==> config.mk <==
export PLATFORM = sky130hd
export DESIGN_NAME = noc_vc_packet_merger_flat
export DESIGN_NICKNAME = d
export VERILOG_FILES = /design/src/rtl/noc_vc_packet_merger_if.sv /design/src/rtl/noc_vc_packet_merger.sv /design/src/flat_wrapper.sv
export SDC_FILE = /design/constraint.sdc
export NUM_CORES = 1
export LEC_CHECK = 0
export ABC_AREA = 1
export ABC_CLOCK_PERIOD_IN_PS = 4000
export CAP_MARGIN = 10
export CORE_MARGIN = 1
export CORE_UTILIZATION = 26
export CTS_BUF_LIST = sky130_fd_sc_hd__clkbuf_2 sky130_fd_sc_hd__clkbuf_4 sky130_fd_sc_hd__clkbuf_8
export DETAILED_ROUTE_END_ITERATION = 10
export DONT_BUFFER_PORTS = 1
export GPL_TIMING_DRIVEN = 0
export HOLD_SLACK_MARGIN = 0.08
export PLACE_DENSITY_LB_ADDON = 0.05
export SLEW_MARGIN = 25
export SYNTH_ARGS = -nofsm -noshare
export SYNTH_HDL_FRONTEND = slang
export SYNTH_SLANG_ARGS = --single-unit
==> constraint.sdc <==
create_clock -name clk -period 4 [get_ports clk]
set_clock_uncertainty 0.15 [all_clocks]
set_input_delay 0.8 -clock clk [delete_from_list [all_inputs] [get_ports clk]]
set_output_delay 0.8 -clock clk [all_outputs]
set_load 0.005 [all_outputs]
==> src/rtl/noc_vc_packet_merger_if.sv <==
`timescale 1ns/1ps
`default_nettype none
// ============================================================================
// Module   : noc_vc_packet_merger_if
// Brief    : Handshake bundle between a virtual-channel source and the
//            packet merger: per-VC input flits, per-VC downstream ready,
//            merged output flit and lock status.
// Revision : 1.0 - initial release
// ============================================================================
interface noc_vc_packet_merger_if #(
    parameter int CHANNELS   = 2,
    parameter int FLIT_WIDTH = 32
);
    localparam int c_cw = $clog2(CHANNELS);

    logic [CHANNELS-1:0]                 i_valid;
    logic [CHANNELS-1:0]                 o_ready;
    logic [CHANNELS-1:0][FLIT_WIDTH-1:0] i_flit;
    logic [CHANNELS-1:0]                 o_valid;
    logic [CHANNELS-1:0]                 i_ready;
    logic [FLIT_WIDTH-1:0]               o_flit;
    logic                                o_locked;
    logic [c_cw-1:0]                     o_lock_channel;

    // Traffic source / link side
    modport master (
        output i_valid, i_flit, i_ready,
        input  o_ready, o_valid, o_flit, o_locked, o_lock_channel
    );

    // Merger side
    modport slave (
        input  i_valid, i_flit, i_ready,
        output o_ready, o_valid, o_flit, o_locked, o_lock_channel
    );
endinterface
`default_nettype wire

==> src/rtl/noc_vc_packet_merger.sv <==
`timescale 1ns/1ps
`default_nettype none
// ============================================================================
// Module   : noc_vc_packet_merger
// Brief    : Merges CHANNELS virtual-channel flit streams onto one output
//            link. Each VC has its own input FIFO; a round-robin arbiter
//            picks one flit per loadable cycle and, in packet mode, holds
//            the grant on one VC from head flit to tail flit.
// Revision : 1.0 - initial release
// ============================================================================
module noc_vc_packet_merger #(
    parameter int CHANNELS    = 2,
    parameter int FLIT_WIDTH  = 32,
    parameter int FIFO_DEPTH  = 4,
    parameter int PACKET_MODE = 1,
    parameter int TAIL_BIT    = FLIT_WIDTH - 1
) (
    input wire clk,
    input wire rst,
    noc_vc_packet_merger_if.slave bus
);
    localparam int c_aw = $clog2(FIFO_DEPTH);
    localparam int c_cw = $clog2(CHANNELS);

    localparam logic [0:0] c_st_idle   = 1'b0;
    localparam logic [0:0] c_st_locked = 1'b1;

    logic [CHANNELS-1:0]   w_empty;
    logic [CHANNELS-1:0]   w_full;
    logic [CHANNELS-1:0]   w_push;
    logic [CHANNELS-1:0]   w_req;
    logic [CHANNELS-1:0]   w_gnt;
    logic [FLIT_WIDTH-1:0] w_head [CHANNELS];
    logic [FLIT_WIDTH-1:0] w_head_sel;
    logic                  w_tail;
    logic                  w_load;
    logic                  w_any;
    logic [c_cw-1:0]       w_gnt_idx;
    int                    w_idx;

    logic [CHANNELS-1:0]   r_valid;
    logic [FLIT_WIDTH-1:0] r_flit;
    logic [c_cw-1:0]       r_rr_ptr;
    logic [0:0]            r_state;
    logic [0:0]            w_state_nxt;
    logic [c_cw-1:0]       r_lock_ch;
    logic [c_cw-1:0]       w_lock_ch_nxt;

    // Ready depends only on FIFO fullness; forced low while reset is held.
    assign bus.o_ready = ~w_full & {CHANNELS{~rst}};

    generate
        for (genvar g = 0; g < CHANNELS; g++) begin : g_fifo
            logic [FLIT_WIDTH-1:0] r_mem [FIFO_DEPTH];
            logic [c_aw:0]         r_wptr;
            logic [c_aw:0]         r_rptr;

            // Extra MSB distinguishes full from empty when the indices match.
            assign w_empty[g] = (r_wptr == r_rptr);
            assign w_full[g]  = (r_wptr[c_aw] != r_rptr[c_aw]) &&
                                (r_wptr[c_aw-1:0] == r_rptr[c_aw-1:0]);
            assign w_push[g]  = bus.i_valid[g] && bus.o_ready[g];
            assign w_head[g]  = r_mem[r_rptr[c_aw-1:0]];

            // FIFO pointers advance on accept and on grant.
            always_ff @(posedge clk or posedge rst) begin
                if (rst) begin
                    r_wptr <= '0;
                    r_rptr <= '0;
                end else begin
                    if (w_push[g]) r_wptr <= r_wptr + 1'b1;
                    if (w_gnt[g])  r_rptr <= r_rptr + 1'b1;
                end
            end

            // Storage is not reset; the pointers define which entries are live.
            always_ff @(posedge clk) begin
                if (w_push[g]) r_mem[r_wptr[c_aw-1:0]] <= bus.i_flit[g];
            end
        end
    endgenerate

    // Output register may take a new flit when empty or when its flit leaves.
    assign w_load     = (r_valid == '0) || ((r_valid & bus.i_ready) != '0);
    assign w_head_sel = w_head[w_gnt_idx];
    assign w_tail     = w_head_sel[TAIL_BIT];

    // Request masking by lock, then round-robin search starting at r_rr_ptr.
    always_comb begin
        w_req     = '0;
        w_gnt     = '0;
        w_any     = 1'b0;
        w_gnt_idx = '0;
        w_idx     = 0;
        for (int c = 0; c < CHANNELS; c++) begin
            w_req[c] = !w_empty[c] && bus.i_ready[c] &&
                       ((r_state == c_st_idle) || (r_lock_ch == c_cw'(c)));
        end
        if (w_load) begin
            for (int i = 0; i < CHANNELS; i++) begin
                w_idx = int'(r_rr_ptr) + i;
                if (w_idx >= CHANNELS) w_idx = w_idx - CHANNELS;
                if (!w_any && w_req[c_cw'(w_idx)]) begin
                    w_any     = 1'b1;
                    w_gnt_idx = c_cw'(w_idx);
                end
            end
        end
        if (w_any) w_gnt[w_gnt_idx] = 1'b1;
    end

    // Output register: load granted flit, or drop valid when nothing granted.
    always_ff @(posedge clk or posedge rst) begin
        if (rst) begin
            r_valid <= '0;
            r_flit  <= '0;
        end else if (w_load) begin
            r_valid <= w_gnt;
            if (w_any) r_flit <= w_head_sel;
        end
    end

    // Priority rotates past the winner at the end of each flit or packet.
    always_ff @(posedge clk or posedge rst) begin
        if (rst) begin
            r_rr_ptr <= '0;
        end else if (w_any && ((PACKET_MODE == 0) || w_tail)) begin
            r_rr_ptr <= (w_gnt_idx == c_cw'(CHANNELS - 1)) ? '0 : w_gnt_idx + 1'b1;
        end
    end

    // Lock state register.
    always_ff @(posedge clk or posedge rst) begin
        if (rst) begin
            r_state   <= c_st_idle;
            r_lock_ch <= '0;
        end else begin
            r_state   <= w_state_nxt;
            r_lock_ch <= w_lock_ch_nxt;
        end
    end

    // Lock next state: a non-tail grant opens a packet, a tail grant closes it.
    always_comb begin
        w_state_nxt   = r_state;
        w_lock_ch_nxt = r_lock_ch;
        if ((PACKET_MODE != 0) && w_any) begin
            case (r_state)
                c_st_idle: begin
                    if (!w_tail) begin
                        w_state_nxt   = c_st_locked;
                        w_lock_ch_nxt = w_gnt_idx;
                    end
                end
                c_st_locked: begin
                    if (w_tail) w_state_nxt = c_st_idle;
                end
                default: w_state_nxt = c_st_idle;
            endcase
        end
    end

    assign bus.o_valid        = r_valid;
    assign bus.o_flit         = r_flit;
    assign bus.o_locked       = (r_state == c_st_locked);
    assign bus.o_lock_channel = r_lock_ch;
endmodule
`default_nettype wire

==> src/flat_wrapper.sv <==
// flat-port wrapper written by rule: the top's interface ports become plain ports
module noc_vc_packet_merger_flat 
#(
    parameter int CHANNELS    = 2,
    parameter int FLIT_WIDTH  = 32,
    parameter int FIFO_DEPTH  = 4,
    parameter int PACKET_MODE = 1,
    parameter int TAIL_BIT    = FLIT_WIDTH - 1
)
  (clk, rst, bus_i_valid, bus_i_flit, bus_i_ready, bus_o_ready, bus_o_valid, bus_o_flit, bus_o_locked, bus_o_lock_channel);
  noc_vc_packet_merger_if #(.CHANNELS(CHANNELS), .FLIT_WIDTH(FLIT_WIDTH)) bus_i ();
  input wire clk;
  input wire rst;
  input wire logic [$bits(bus_i.i_valid)-1:0] bus_i_valid;
  input wire logic [$bits(bus_i.i_flit)-1:0] bus_i_flit;
  input wire logic [$bits(bus_i.i_ready)-1:0] bus_i_ready;
  output wire logic [$bits(bus_i.o_ready)-1:0] bus_o_ready;
  output wire logic [$bits(bus_i.o_valid)-1:0] bus_o_valid;
  output wire logic [$bits(bus_i.o_flit)-1:0] bus_o_flit;
  output wire logic [$bits(bus_i.o_locked)-1:0] bus_o_locked;
  output wire logic [$bits(bus_i.o_lock_channel)-1:0] bus_o_lock_channel;
  assign bus_i.i_valid = bus_i_valid;
  assign bus_i.i_flit = bus_i_flit;
  assign bus_i.i_ready = bus_i_ready;
  assign bus_o_ready = bus_i.o_ready;
  assign bus_o_valid = bus_i.o_valid;
  assign bus_o_flit = bus_i.o_flit;
  assign bus_o_locked = bus_i.o_locked;
  assign bus_o_lock_channel = bus_i.o_lock_channel;
  noc_vc_packet_merger #(.CHANNELS(CHANNELS), .FLIT_WIDTH(FLIT_WIDTH), .FIFO_DEPTH(FIFO_DEPTH), .PACKET_MODE(PACKET_MODE), .TAIL_BIT(TAIL_BIT)) u_core (.clk(clk), .rst(rst), .bus(bus_i));
endmodule
==> results of run 1 <==
[layout make-up]
cell class	instances	area, sq um
clock inverters	11	57.6
clock buffers	93	1100
flip-flops and latches	305	8910
plain buffers	50	248
fillers	4646	30500
repair buffers	80	1020
well taps	600	751
inverters	27	106
multi-input cells	603	2810
[report_power, final]
| part | internal (mW) | switching [mW] |
|---|---|---|
| combinational | 1.06 | 2.42 |
| sequential | 4.02 | 0.340 |
| clock | 1.73 | 1.33 |
| total | 6.81 | 4.09 |
[logic make-up after synthesis]
family,Yosys count
adder cells (fa/ha/maj),10
AO/OA/AOI/OAI,149
XOR/XNOR,8
flip-flops,305
AND/OR/NAND/NOR,436
buffers and inverters,77
[metal layers]
metal | GRT usage | up-vias | part of all wire
met5 | 0 | - | 0.00065
met4 | 0.0462 | 4 | 0.022
met3 | 0.0534 | 62 | 0.072
met2 | 0.244 | 182 | 0.46
met1 | 0.197 | 3682 | 0.44
li1 | - | 3740 | -
[cells in the mapped netlist]
cell type  count
edfxtp_1     256
nand2_1      182
nor2_1       176
o21ai_0      110
nand3_1       69
dfrtp_1       49
o22ai_1       30
clkbuf_1      23
inv_1         20
buf_2         15
ha_1          10
o21ai_1        6
buf_4          5
inv_2          5
xor2_1         5
buf_1          4
buf_6          3
nand3_2        3
xnor2_1        3
a21oi_1        2
nand4_1        2
nor2_4         2
a31oi_1        1
clkinv_1       1
inv_4          1
nand2_4        1
nand3b_1       1
[flip-flops by register name, summed over array words and instances (netlist names)]
signal and cells:
u_core.g_fifo.r_rptr 6, u_core.g_fifo.r_wptr 6, u_core.bus.o_valid 2, u_core.r_rr_ptr 1
u_core.g_fifo.r_mem 256, u_core.bus.o_flit 32, u_core.bus.o_locked 1, u_core.bus.o_lock_channel 1
[stage by stage]
stage	cell area, sq um	hold slack [ns]	setup TNS [ns]
floorplan	12000	0.312	-54.40
global placement	12800	0.340	-638.87
detailed placement	13200	0.344	0
CTS	15000	0.140	0
global route	15000	0.165	0
finish	15000	0.214	0
[final timing paths]
kind,slack [ns],end,cells after the start,from
setup / recovery,1.00,bus_o_ready[0],5,rst
hold / removal,0.21,u_core.bus.o_valid[1]$_DFFE_PP0P_,2,bus_i_ready[1]
setup reg to reg,1.46,u_core.g_fifo[0].r_mem[3][9]$_DFFE_PP_,8,u_core.g_fifo[0].r_rptr[1]$_DFFE_PP0P_
hold reg to reg,0.36,u_core.g_fifo[0].r_rptr[2]$_DFFE_PP0P_,2,u_core.g_fifo[0].r_rptr[2]$_DFFE_PP0P_
max in group asynchronous,2.80,u_core.bus.o_flit[3]$_DFFE_PP0P_,3,rst
min in group asynchronous,0.41,u_core.g_fifo[1].r_wptr[0]$_DFFE_PP0N_,2,rst
[worst max-delay path: stages]
cell and delay, ns:
dlygate4sd3_1 0.57, inv_4 0.15, buf_16 0.25, nand2_1 0.14, inv_1 0.09
==> metrics, run 1 <==
Max Fclk=0.334 GHz; Clk pin slew, worst setup/hold paths=~0.05 ns; most frequent cells in the layout=edfxtp_1, nand2_1, nor2_1; simple-gate share of the synthesized area=0.148; total placed cells including tap cells=1600; CTS tree=done; Yosys cell types=27; fin crit share=0.749; I/O pin cnt=around 110; vias=7670; Critical Path RT=3.05 ns; Die X=around 220 um; Synth Area in Compound Gates=0.0653; Post-CTS Setup Bufs=0; first-pass GRT wire length=52200 um; Total GRT Usage=0.154; hpwl dp=23400 um; Yosys warning total=0; Synth Area per Inst=12.2 sq um; run status=completed; gr ovfl total=0; Post-Synth Adder-Cell Area=0.0104; worst slew pin tran=around 0.7 ns; Slew Viols, Final=0; Max Cap Viol=0; number of global-route vias before repair=7857; mapped cell area=about 12000 sq um; diodes inserted=0; multiplexer share of the synthesized area=0; Final Hold Vio Count=0; most common cell after layout, fill and taps aside=edfxtp_1; WP data arrival=slightly above 2 ns; # DRC=0; final setup margin=around 1 ns; Synth Area in XOR/XNOR=0.00583; hold buffers post-CTS=65; Synth Register Bits=305; post-synthesis net count=around 1100; P&R area growth vs syn=24.9%; Final Util=0.330; core footprint=approximately 45000 sq um; 1st-pass router iterations=5; total power=10.9 mW; Clock Path Buffers=3; post-CTS sizing=0; sequential-to-total area share from yosys stat=0.742; gpl congestion=0.727; Peak VDD IR=approximately 0.00028 V; Initial Util=0.264; chip height=217 um; # clock sinks=between 300 and 400; Detailed Route WL=35400 um; top cell type's share of synthesized area=0.640; non-filler cells, final=approximately 1800; initial DRC count=between 300 and 400; cells after synthesis=~990; vias per inst=approximately 4.3; most area-hungry cell type in the Yosys netlist=edfxtp_1; Crit Path Max Fanout=between 40 and 50; IO buf count=0; Final setup violation count=0; Hold Crit Class=in2reg; Crit Path Category=in2out; Area contributors post-synth=edfxtp_1, dfrtp_1, nand2_1, nor2_1, o21ai_0; largest net degree at the start of global routing=46; power per cell area=~730 nW/um^2; Place WS=1.03 ns; Std-Cell Rows=between 70 and 80; CP Capture Type=primary output; H-tree depth=2; relative slew slack=0.537; largest family of logic cells by synthesized area=simple AND/OR/NAND/NOR gates; CP Launch Type=input pin; Worst-Skew Late Latency=approximately 0.64 ns; fraction of final layout cells sized beyond drive strength 1=0.136; RSZ-0062 raised after global routing=no; DRT antenna net count=0; Die ar.=around 47000 sq um; DR WL/cell=20.0 um; Nets=about 1200; total CTS buffers=55; Root Driver=clkbuf_8; leakage power=between 5 and 6 nW; Tmin final=roughly 3 ns; antenna violations before repair=2
No activity file was read; power rests on OpenSTA's default activity.
==> inputs of run 2 (changes only) <==
--- a/config.mk
+++ b/config.mk
@@ -6,7 +6,7 @@
 export NUM_CORES = 1
 export LEC_CHECK = 0
 export ABC_AREA = 1
-export ABC_CLOCK_PERIOD_IN_PS = 4000
+export ABC_CLOCK_PERIOD_IN_PS = 2650
 export CAP_MARGIN = 10
 export CORE_MARGIN = 1
 export CORE_UTILIZATION = 26
==> constraint.sdc (replaced) <==
create_clock -name clk -period 2.65 [get_ports clk]
set_clock_uncertainty 0.15 [all_clocks]
set_input_delay 0.53 -clock clk [delete_from_list [all_inputs] [get_ports clk]]
set_output_delay 0.53 -clock clk [all_outputs]
set_load 0.005 [all_outputs]
==> run 2 against run 1 <==
Effect of this change: via count rose by 1.4%; setup slack got worse by 0.84 ns; largest power group unchanged; total power increased by 50%; die area did not move.
==> metrics, run 2 (same netlist as run 1, synthesis figures left out) <==
Crit Path Max Fanout=18 (-60%); power per cell area=1070 nW/um^2 (+48%); RSZ-0062 raised after global routing=no; total placed cells including tap cells=1598 (-0.13%); vias=7781 (+1.4%); Clk pin slew, worst setup/hold paths=0.06 ns (about the same); # DRC=0 (unchanged); Die ar.=47100 sq um (unchanged); Clock Path Buffers=3 (unchanged); number of global-route vias before repair=7968 (+1.4%); Final setup violation count=0 (unchanged); slowest stage delay, CP=0.61 ns (+0.04 ns); worst slew pin tran=0.717 ns (+0.0218 ns); # clock sinks=305 (unchanged); P&R area growth vs syn=26.5%; I/O pin cnt=108 (unchanged); Crit Path Category=reg2reg; total power=16.3 mW (+50%); critical path's slowest cell=nor2_4; fraction of final layout cells sized beyond drive strength 1=0.135 (-0.000993); Place WS=-0.167 ns (-1.19 ns); non-filler cells, final=1785 (+0.90%); Fill cells=4646 (unchanged); most frequent cells in the layout=edfxtp_1, nand2_1, nor2_1; CP Launch Type=flop; Slew Viols, Final=0 (unchanged); H-tree depth=2 (unchanged); Nets=1222 (+1.7%); IO buf count=0 (unchanged); run status=completed; Std-Cell Rows=78 (unchanged); diodes inserted=0 (unchanged); worst reg-to-reg path cell count=6 (-2); critical path depth=6 (+1); WP data arrival=2.65 ns (+0.60 ns); Peak VDD IR=0.000364 V (+32%); Initial Util=0.264 (unchanged); leakage power=5.49 nW (+1.5%); Total GRT Usage=0.155 (+0.00115); Crit path buffers/inverters=2 (-2); max reg flops=256 (unchanged); Detailed Route WL=36000 um (+1.8%); vias per inst=4.36 (+0.54%); Hold Crit Class=in2reg; worst path cell trace=buf_4, xnor2_1, nand3_1, nand3_2, nor2_4, buf_16; relative slew slack=0.522 (-0.0145); DR WL/cell=20.2 um (+0.89%); Max Fclk=about 0.4 GHz; initial DRC count=315 (-6.8%); hpwl dp=23400 um (-0.19%); gr ovfl total=0 (unchanged); Tmin final=about 2.5 ns; Worst-Skew Late Latency=0.63 ns (about the same); core footprint=45500 sq um (unchanged); Root Driver=clkbuf_8; largest net degree at the start of global routing=25 (-46%); gpl congestion=0.730 (+0.44%); final setup margin=0.161 ns (-0.843 ns); antenna violations before repair=2 (unchanged); DRT antenna net count=0 (unchanged); WHS Path Cells=5 (+3); 1st-pass router iterations=5 (unchanged); Final Hold Vio Count=0 (unchanged); total CTS buffers=56 (+1.8%); fin crit share=0.939; Die X=217 um (unchanged); CP top delay family=simple AND/OR/NAND/NOR gates; most common cell after layout, fill and taps aside=edfxtp_1; CTS tree=done; chip height=217 um (unchanged); Max Cap Viol=0 (unchanged); CP Capture Type=flop; first-pass GRT wire length=53000 um (+1.5%); Final Util=0.334 (+0.00415); Critical Path RT=2.81 ns (-0.24 ns)
-- run 2: cell count changes in the layout (fill, tap and decap cells not counted) --
cell           previous run  this run
inv_2                     5         4
dlygate4sd3_1            65        73
buf_12                    1        13
buf_8                     3         0
buf_4                     5         8
clkbuf_8                 65        58
clkinv_2                  4         1
clkinv_1                  5        12
clkbuf_4                 28        31
clkinvlp_4                3         1
buf_16                   11        10
-- run 2: timing repair --
item | CTS | global route
endpoints found under the hold margin | 311 | 0
endpoints found under the setup margin | 0 | 52
setup buffers | 0 | 7
hold buffers | 79 | 0
resized for setup | 0 | 1
-- run 2: worst paths after layout --
| check | from | end | slack, ns |
|---|---|---|---|
| worst min register to register | u_core.g_fifo[0].r_rptr[2]$_DFFE_PP0P_ | u_core.g_fifo[0].r_rptr[2]$_DFFE_PP0P_ | 0.36 |
| worst max register to register | u_core.g_fifo[1].r_rptr[0]$_DFFE_PP0P_ | u_core.g_fifo[1].r_mem[3][23]$_DFFE_PP_ | 0.16 |
| worst min-delay path | bus_i_ready[0] | u_core.bus.o_flit[30]$_DFFE_PP0P_ | 0.21 |
| min in group asynchronous | rst | u_core.g_fifo[1].r_wptr[0]$_DFFE_PP0N_ | 0.67 |
| max in group asynchronous | rst | u_core.bus.o_flit[23]$_DFFE_PP0P_ | 1.38 |
| worst max-delay path | u_core.g_fifo[1].r_rptr[0]$_DFFE_PP0P_ | u_core.g_fifo[1].r_mem[3][23]$_DFFE_PP_ | 0.16 |
-- run 2: tightest hold or removal path, delay by kind of cell --
kind          cells  cell delay (ns)
simple gates      5             0.41
-- run 2: metal layers --
layer / GRT usage / share of wire / vias up
met3: 0.0562 / 0.074 / 63
met5: 0 / 0.00075 / -
met2: 0.245 / 0.46 / 181
met4: 0.0427 / 0.018 / 4
met1: 0.199 / 0.45 / 3764
li1: - / - / 3769
-- run 2: area by class of cell --
type                       count  area, sq um  area share
buffer                        50          248      0.0163
clock buffer                  89         1030      0.0678
clock inverter                12         46.3     0.00305
inverter                      27          110     0.00724
multi-input combinational    603         2810       0.185
sequential                   305         8910       0.586
tap                          600          751      0.0494
timing repair buffer          99         1290      0.0848
-- run 2: metrics by stage --
stage	instance area (sq um)	hold WS (ns)	TNS, ns
after CTS	15100	0.137	0
after global placement	12800	0.346	-417.29
after global routing	15200	0.194	0
after detailed placement	13200	0.164	-7.76
after floorplan	12000	0.312	-60.04
final	15200	0.208	0
-- run 2: power breakdown --
group | internal, mW | total [mW] | switching [mW] | leakage, nW
Sequential | 6.06 | 6.60 | 0.538 | 2.90
Clock | 2.44 | 4.42 | 1.99 | 0.581
Combinational | 1.65 | 5.31 | 3.65 | 2.01
Total | 10.1 | 16.3 | 6.18 | 5.49
